==> src/rtl/dr_pkg.sv <==
// Shared definitions for the dance-game player judge: verdict codes, FSM
// encoding and saturating BCD arithmetic for the score tallies.
package dr_pkg;

    localparam logic [1:0] JUDGE_NONE = 2'b00;
    localparam logic [1:0] JUDGE_HIT  = 2'b01;
    localparam logic [1:0] JUDGE_MISS = 2'b10;

    localparam logic [15:0] BCD_MAX = 16'h9999;

    typedef enum logic [1:0] {
        ST_IDLE  = 2'd0,
        ST_ARMED = 2'd1,
        ST_PLAY  = 2'd2
    } state_e;

    // Ripple a +1 through four BCD digits; wraps at 9999, callers guard it.
    function automatic logic [15:0] bcd_inc1(input logic [15:0] v);
        logic [15:0] r;
        logic        carry;
        r     = v;
        carry = 1'b1;
        for (int d = 0; d < 4; d++) begin
            if (carry) begin
                if (r[d*4 +: 4] == 4'd9) begin
                    r[d*4 +: 4] = 4'd0;
                end else begin
                    r[d*4 +: 4] = r[d*4 +: 4] + 4'd1;
                    carry       = 1'b0;
                end
            end
        end
        return r;
    endfunction

    function automatic logic [15:0] bcd_add_sat(input logic [15:0] v, input logic [1:0] inc);
        logic [15:0] r;
        r = v;
        for (int k = 0; k < 2; k++) begin
            if ((2'(k) < inc) && (r != BCD_MAX)) r = bcd_inc1(r);
        end
        return r;
    endfunction

endpackage

==> src/rtl/btn_debounce.sv <==
// One arrow button: 2-FF synchronizer followed by a stable-count debouncer
// that toggles its output after DEB_CYCLES consecutive differing samples.
module btn_debounce
    import dr_pkg::*;
#(
    parameter int DEB_CYCLES = 1000,
    parameter int DEB_W      = 22
) (
    input  logic clk,
    input  logic rst_n,
    input  logic btn,
    output logic btn_db
);

    localparam logic [DEB_W-1:0] CNT_LAST = DEB_W'(DEB_CYCLES - 1);

    logic             sync1_q, sync1_d;
    logic             sync2_q, sync2_d;
    logic             db_q, db_d;
    logic [DEB_W-1:0] cnt_q, cnt_d;

    always_comb begin
        sync1_d = btn;
        sync2_d = sync1_q;
        cnt_d   = '0;
        db_d    = db_q;
        if (sync2_q != db_q) begin
            if (cnt_q == CNT_LAST) db_d  = ~db_q;
            else                   cnt_d = cnt_q + DEB_W'(1);
        end
    end

    // NOTE: reset is synchronous, so it is an ordinary branch of the clocked block.
    always_ff @(posedge clk) begin
        if (!rst_n) begin
            sync1_q <= 1'b0;
            sync2_q <= 1'b0;
            db_q    <= 1'b0;
            cnt_q   <= '0;
        end else begin
            sync1_q <= sync1_d;
            sync2_q <= sync2_d;
            db_q    <= db_d;
            cnt_q   <= cnt_d;
        end
    end

    assign btn_db = db_q;

endmodule

==> src/rtl/step_judge.sv <==
// Per-player step judge: debounces the four arrow buttons, collects presses
// over a beat window and issues hit/miss verdicts with BCD score tallies.
module step_judge
    import dr_pkg::*;
#(
    parameter int DEB_CYCLES = 1000,
    parameter int DEB_W      = 22
) (
    input  logic        clk,
    input  logic        rst_n,
    input  logic        en,
    input  logic        clr,
    input  logic        beat,
    input  logic [3:0]  arrow,
    input  logic [3:0]  btn,
    output logic [3:0]  btn_db,
    output logic [15:0] hit_bcd,
    output logic [15:0] err_bcd,
    output logic [1:0]  judge,
    output logic        judge_valid
);

    for (genvar i = 0; i < 4; i++) begin : g_deb
        btn_debounce #(
            .DEB_CYCLES(DEB_CYCLES),
            .DEB_W     (DEB_W)
        ) u_deb (
            .clk   (clk),
            .rst_n (rst_n),
            .btn   (btn[i]),
            .btn_db(btn_db[i])
        );
    end

    state_e      state_q, state_d;
    logic [3:0]  mask_q, mask_d;
    logic [3:0]  db_prev_q, db_prev_d;
    logic [15:0] hit_q, hit_d;
    logic [15:0] err_q, err_d;
    logic [1:0]  judge_q, judge_d;
    logic        jv_q, jv_d;

    logic [3:0]  press;
    logic [3:0]  mask_next;
    logic        wrong;
    logic        verdict_hit;
    logic        verdict_miss;

    // NOTE: every signal written here gets a default first, so no latch is inferred.
    always_comb begin
        state_d      = state_q;
        mask_d       = mask_q;
        judge_d      = judge_q;
        jv_d         = 1'b0;
        db_prev_d    = btn_db;
        press        = btn_db & ~db_prev_q;
        mask_next    = mask_q | (press & arrow);
        wrong        = 1'b0;
        verdict_hit  = 1'b0;
        verdict_miss = 1'b0;

        case (state_q)
            ST_IDLE: begin
                mask_d = '0;
                if (en) state_d = ST_ARMED;
            end
            ST_ARMED: begin
                mask_d = '0;
                if (!en)       state_d = ST_IDLE;
                else if (beat) state_d = ST_PLAY;
            end
            ST_PLAY: begin
                if (!en) begin
                    state_d = ST_IDLE;
                    mask_d  = '0;
                end else begin
                    wrong  = |(press & ~arrow);
                    mask_d = mask_next;
                    if (beat) begin
                        mask_d = '0;
                        if (arrow != 4'b0000) begin
                            verdict_hit  = ((mask_next & arrow) == arrow);
                            verdict_miss = ~verdict_hit;
                        end
                    end
                end
            end
            default: state_d = ST_IDLE;
        endcase

        // A wrong press and a miss in the same beat cycle add 2 at once.
        hit_d = bcd_add_sat(hit_q, {1'b0, verdict_hit});
        err_d = bcd_add_sat(err_q, {1'b0, wrong} + {1'b0, verdict_miss});
        if (verdict_hit || verdict_miss) begin
            judge_d = verdict_hit ? JUDGE_HIT : JUDGE_MISS;
            jv_d    = 1'b1;
        end

        if (clr) begin
            hit_d   = '0;
            err_d   = '0;
            judge_d = JUDGE_NONE;
            jv_d    = 1'b0;
            mask_d  = '0;
        end
    end

    always_ff @(posedge clk) begin
        if (!rst_n) begin
            state_q   <= ST_IDLE;
            mask_q    <= '0;
            db_prev_q <= '0;
            hit_q     <= '0;
            err_q     <= '0;
            judge_q   <= JUDGE_NONE;
            jv_q      <= 1'b0;
        end else begin
            state_q   <= state_d;
            mask_q    <= mask_d;
            db_prev_q <= db_prev_d;
            hit_q     <= hit_d;
            err_q     <= err_d;
            judge_q   <= judge_d;
            jv_q      <= jv_d;
        end
    end

    assign hit_bcd     = hit_q;
    assign err_bcd     = err_q;
    assign judge       = judge_q;
    assign judge_valid = jv_q;

endmodule

==> config.mk <==
export PLATFORM = sky130hd
export DESIGN_NAME = step_judge
export DESIGN_NICKNAME = d
export VERILOG_FILES = /design/src/rtl/dr_pkg.sv /design/src/rtl/btn_debounce.sv /design/src/rtl/step_judge.sv
export SDC_FILE = /design/constraint.sdc
export NUM_CORES = 1
export LEC_CHECK = 0
export ABC_CLOCK_PERIOD_IN_PS = 2300
export CAP_MARGIN = 20
export CORE_MARGIN = 2
export CORE_UTILIZATION = 55
export DETAILED_ROUTE_END_ITERATION = 6
export GPL_TIMING_DRIVEN = 1
export PLACE_DENSITY = 0.74
export SLEW_MARGIN = 20
export SYNTH_ARGS = -nofsm -noshare
export SYNTH_HDL_FRONTEND = slang
export SYNTH_SLANG_ARGS = --single-unit
==> constraint.sdc <==
create_clock -name clk -period 2.3 [get_ports clk]
set_clock_uncertainty 0.15 [all_clocks]
set_input_delay 0.23 -clock clk [delete_from_list [all_inputs] [get_ports clk]]
set_output_delay 0.23 -clock clk [all_outputs]
set_load 0.02 [all_outputs]
======== Yosys cells after proc, flatten, opt, wreduce, memory -nomap -nowiden ========
Index checks and enable logic that the tools add are counted.
storage, ports and cells
  bits in registers ....................... 145
  input bits .............................. 13
  output and inout bits ................... 39
  word-level logic and storage cells ...... 178
operators by class
  $add $sub $neg .......................... 17
  $lt $le $gt $ge ......................... 3
  equal/unequal tests ..................... 29
  multiplexer cells ....................... 64
  bitwise operators ....................... 17
  reduce and logical (&&, ||, !) cells .... 22
operator list
  operator               number
  $add 22x1->22 const B  4
  $eq 22x10->1 const B   4
  $mux 4                 20
  $add 4x1->4 const B    12
  $eq 4x4->1 const B     12
  $ne 16x16->1 const B   3
  $mux 1                 35
  $mux 16                2
  $and 4x4->4            4
  $reduce_and 2->1       7
  $reduce_or 3->1        4
  $mux 2                 5
  $not 1->1              10
  $not 4->4              2
  $pmux 4 s2             1
  $pmux 2 s3             1
  $eq 4x4->1             1
  $lt 1x2->1 const A     2
  $ne 1x1->1             4
  $ne 2x2->1 const B     2
  $or 4x4->4             1
  $reduce_bool 4->1      1
  $reduce_or 2->1        2
  $reduce_or 4->1        1
  other kinds (10)       12

======== Longest topological paths before layout ========
  depth in word-level cells ............... 30
  depth in mapped cells ................... 8
  mapped depth without buffers ............ 8

======== By module ========
Synthesis repeated with hierarchy kept, for this count alone.
second synthesis, totals
  cells, all modules ...................... 782
  area total of the unflattened synthesis .. 6981.7 µm²
by module, submodules not included
  module        times used  cells each  area an instance (µm²)  seq. area each (µm²)
  btn_debounce  4           126         1152.4                  500.5
  step_judge    1           278         2372.3                  900.9

======== Worst setup path before layout ========
Ideal clock, no wire load.
  kind .................................... register to register
  start ................................... register err_q[3] (netlist: err_bcd[3])
  end ..................................... register err_q[11] (netlist: err_bcd[11])
  setup time .............................. 128 ps
  data arrival time ....................... 1902 ps
  slack ................................... 120 ps
  cell stages (with the launch flop) ...... 9
  period minus slack after synthesis ...... 2180 ps
  path through ............................ dfxtp_1 and4bb_2 and3_1 clkbuf_1 o21ai_0 a211o_1 a222oi_1 mux2i_1 nor2_1
on the way
  word-level cells in the longest chain between the ends .. 12
  elaborated cells on any way between the ends .. 29
  those cells by class .................... 2 x add/sub; 6 x eq/ne; 19 x mux; 2 x reduce/logical
RTL lines
  element                                                              RTL line           text
  start: declaration                                                   step_judge.sv:39   logic [15:0] err_q, err_d;
  start signal: assignment                                             step_judge.sv:122  err_q <= err_d;
  $eq 4x4->1                                                           dr_pkg.sv:25       if (r[d*4 +: 4] == 4'd9) begin
  $mux 1                                                               dr_pkg.sv:25
  $mux 1                                                               dr_pkg.sv:40       if ((2'(k) < inc) && (r != BCD_MAX)) r = bcd_inc1(r);
  $mux 1                                                               dr_pkg.sv:24       if (carry) begin
  $mux 1                                                               dr_pkg.sv:40
  $mux 1                                                               dr_pkg.sv:24
  $mux 1                                                               dr_pkg.sv:40
  $mux 4                                                               dr_pkg.sv:24
  $mux 16 *                                                            dr_pkg.sv:40
  parallel branches: the longest is 2 deep, another holds $add 4x1->4  --
  $mux 16 *                                                            dr_pkg.sv:40
Every way passes the cells marked *. The select of a mux whose other input is x is not followed.
A chain may end at the register's enable or synchronous reset.

======== Worst setup path in the final report ========
  start ................................... register g_deb[3].u_deb.db_q
  end ..................................... register err_q[5] (netlist: err_bcd[5])
on the way
  word-level cells in the longest chain between the ends .. 19
  elaborated cells on any way between the ends .. 29
  those cells by class .................... 2 x add/sub; 2 x order compare; 4 x eq/ne; 12 x mux; 6 x bitwise; 3 x reduce/logical
RTL lines
  element                                                              RTL line            text
  start: declaration                                                   btn_debounce.sv:19  logic db_q, db_d;
  start signal: assignment                                             btn_debounce.sv:38  db_q <= 1'b0;
  start signal: assignment                                             btn_debounce.sv:43  db_q <= db_d;
  $and 4x4->4 *                                                        step_judge.sv:56    press = btn_db & ~db_prev_q;
  $and 4x4->4                                                          step_judge.sv:57    mask_next = mask_q | (press & arrow);
  $or 4x4->4                                                           step_judge.sv:57
  $and 4x4->4                                                          step_judge.sv:82    verdict_hit = ((mask_next & arrow) == arrow);
  $eq 4x4->1                                                           step_judge.sv:82
  $not 1->1                                                            step_judge.sv:83    verdict_miss = ~verdict_hit;
  $mux 1                                                               step_judge.sv:81    if (arrow != 4'b0000) begin
  $mux 1                                                               step_judge.sv:79    if (beat) begin
  $mux 1                                                               step_judge.sv:73    if (!en) begin
  $mux 1                                                               step_judge.sv:62    case (state_q)
  $add 1x1->2 *                                                        step_judge.sv:93    err_d = bcd_add_sat(err_q, {1'b0, wrong} + {1'b0, verdict_miss});
  parallel branches: the longest is 7 deep, another holds $add 4x1->4  --
  $mux 16 *                                                            dr_pkg.sv:40
Marks and branches as above.

==> results.sh <==
export IMPL_status="complete, no violations"
export IMPL_max_slew_worst_pin_slew_ns=0.509
export IMPL_num_vias=5505
export IMPL_fillers=917
export IMPL_rsz0062_at_grt="yes"
export IMPL_hp_class="input pin to flip-flop"
export IMPL_p_per_area_mw_per_mm2=675
export IMPL_finalInstanceArea_mm2=0.00833
export IMPL_die_w_um=114
export IMPL_setup_slack_ns=0.0843
export IMPL_slew_headroom=0.658
export IMPL_worstPathMaxFanout=6
export IMPL_async_reset_ff_frac=0
export IMPL_avgViaCountPerCell=5.50
export IMPL_post_place_ws_ns=-0.361
export IMPL_synthCells=756
export IMPL_final_util=0.699
export IMPL_cp_data_arrival_time_ns=2.42
export IMPL_start_util=0.561
export IMPL_drt_first_pass_iters=5
export IMPL_holdWs_ns=0.0355
export IMPL_multi_input_area_mm2=0.00368
export IMPL_peakVddDrop_v=0.000516
export IMPL_h_tree_depth=4
export IMPL_numCtsBuffers=17
export IMPL_clock_path_buffers=2
export IMPL_antennaDiodeCount=0
export IMPL_setup_viol=0
export IMPL_io_pins=52
export IMPL_regArea_mm2=0.00291
export IMPL_synth_top_flop_cell="dfxtp_1"
export IMPL_finalHoldViolCount=0
export IMPL_syn2layout_area_growth_pct=24.7
export IMPL_grt_usage=0.230
export IMPL_place_hpwl_um=10100
export IMPL_slowest_delay_ns=0.50
export IMPL_netlist_top_cells_area="dfxtp_1 (43%), xor2_1 (9.4%), nor2_1 (7.5%), xnor2_1 (3.1%), nand3_1 (3.0%)"
export IMPL_grt_pass1_vias=5316
export IMPL_crit_type="flip-flop to flip-flop"
export IMPL_path_cells="nor2b_4 > o32ai_4 > o21ai_4 > a32oi_4 > nand2_4 > or4b_1 > a21oi_1"
export IMPL_path_clk_slew_ns=0.06
export IMPL_portBuffers=51
export IMPL_wire_per_inst_um=14.4
export IMPL_core_mm2=0.0119
export IMPL_synth_top_area_share=0.435
export IMPL_syn_area_mm2=0.00668
export IMPL_route_detailed_drc=0
export IMPL_cts_root_buf="clkbuf_16"
export IMPL_design_die_area_mm2=0.0130
export IMPL_end_kind="flip-flop"
export IMPL_dieHeight_um=114
export IMPL_slowest_stage="or4b_1"
export IMPL_place_area_mm2=0.00754
export IMPL_slew_viol_final=0
export IMPL_place_gp_congestion=0.898
export IMPL_antenna_left=0
export IMPL_num_rows=40
export IMPL_startpoint_type="flip-flop"
export IMPL_synth_common_cells="dfxtp_1 (145), nor2_1 (133), xor2_1 (72), nand2_1 (45), nand3_1 (40)"
export IMPL_synthDistinctLibCells=66
export IMPL_clkLatencyLatePin_ns=0.42
export IMPL_yosys_warnings=0
export IMPL_ys_seq_area_frac=0.435
export IMPL_yosysMostFrequentCell="dfxtp_1"
export IMPL_antenna_found_initial=0
export IMPL_dp_cells=967
export IMPL_grt_first_pass_wirelength_um=24000
export IMPL_fmax_mhz=451
export IMPL_drt_iter0_markers=361
export IMPL_routed_wl_um=14400
export IMPL_period_needed_ns=2.22
export IMPL_synth_edf_count=0
export IMPL_grt_start_max_net_pins=36
export IMPL_worstPathRequired_ns=2.50
export IMPL_syn_avg_cell_area_um2=8.83
export IMPL_synth_seq_cells=145
export IMPL_nets=859
export IMPL_fin_cells=1001
export IMPL_clock_sinks=145
export IMPL_max_cap_violations=0
export IMPL_cts_tree="done"
export IMPL_yosys_area_top_type="dfxtp_1"
export IMPL_grt_overflow=0
export IMPL_syn_nets=773
export IMPL_post_route_period_util=0.963
export IMPL_postCtsHoldBufs=0
export IMPL_final_layout_size_suffix_gt1_frac=0.131
export IMPL_power_leakage_nw=2.93
[metal layers]
metal  GRT usage  vias to the layer above  part of all wire  wire length (um)
li1            -                     2774                 -                 -
met2       0.388                      120              0.49              7090
met5           0                        -                 0                 0
met3      0.0503                       21             0.038               552
met1       0.286                     2590              0.45              6540
met4      0.0911                        0             0.016               237
[timing repair]
item / CTS / global route
resized for setup: 1 / 28
buffers inserted: 0 / 2
gates cloned: 0 / 1
pin swaps: 0 / 10
setup endpoints to repair: 5 / 24
[final timing paths]
path	startpoint	end	slack [ns]	depth (start not counted)
max	g_deb[3].u_deb.btn_db	err_bcd[5]	0.08	7
min reg2reg	g_deb[0].u_deb.sync1_q	g_deb[0].u_deb.sync2_q	0.29	1
min	arrow[0]	mask_q[0]	0.04	3
max reg2reg	g_deb[3].u_deb.btn_db	err_bcd[5]	0.08	7
[area by class of cell]
class | instances | share of cell area
multi-input combinational | 570 | 0.443
sequential | 145 | 0.349
timing repair buffer | 94 | 0.103
clock buffer | 21 | 0.0553
tap | 147 | 0.0221
clock inverter | 10 | 0.0218
inverter | 14 | 0.00631
[kinds of logic after synthesis]
family,synth area share
AO/OA/AOI/OAI,0.0811
XOR/XNOR,0.126
adder cells (fa/ha/maj),0.00750
buffers and inverters,0.0300
flip-flops,0.435
multiplexers,0.0135
AND/OR/NAND/NOR,0.307
[sequential cells by signal (all words and copies together) (netlist names)]
name	cells
state_q	2
g_deb.u_deb.sync2_q	4
judge	2
g_deb.u_deb.btn_db	4
err_bcd	16
g_deb.u_deb.sync1_q	4
hit_bcd	16
g_deb.u_deb.cnt_q	88
db_prev_q	4
mask_q	4
judge_valid	1
[power breakdown]
part           switching [mW]  leakage (nW)  internal, mW
clock network            1.03         0.313          1.97
logic                  0.0526          1.45        0.0417
registers             0.00569          1.17          2.52
[layout by cell type, fill, tap and decap left out, types with 4 or more instances in the layout]
cell             instances
and3_1                  17
clkbuf_16               17
buf_4                   42
dfxtp_1                142
nand3_1                 39
nand2_1                 45
a31oi_1                  7
a21oi_2                  4
nand4_1                 25
nor2_1                 133
clkdlybuf4s50_1         47
nor3_1                   9
dlymetal6s2s_1           4
ha_1                     4
and2_1                  21
or3_1                    9
o21ai_0                 22
xor2_1                  72
mux2i_1                  9
inv_1                   14
and4_1                   6
nor2b_1                 18
xnor2_1                 24
bufinv_16                5
o211ai_1                 6
nor3b_1                  9
a21oi_1                 17
nor4_1                  14
[through the flow]
stage | power, mW | TNS, ns
5_1_grt | 5.77 | -0.151
6_report | 5.62 | 0
3_5_place_dp | 2.67 | -6.95
4_1_cts | 5.65 | 0
3_3_place_gp | 2.67 | -5.60
2_1_floorplan | 2.63 | 0
[worst max-delay path: cells and delay by family (launching register included)]
kind	cells	cell delay, ns
flip-flops	1	0.34
AND/OR/NAND/NOR	3	0.70
AO/OA/AOI/OAI	4	0.96
Power figures use the tool's default switching activity.
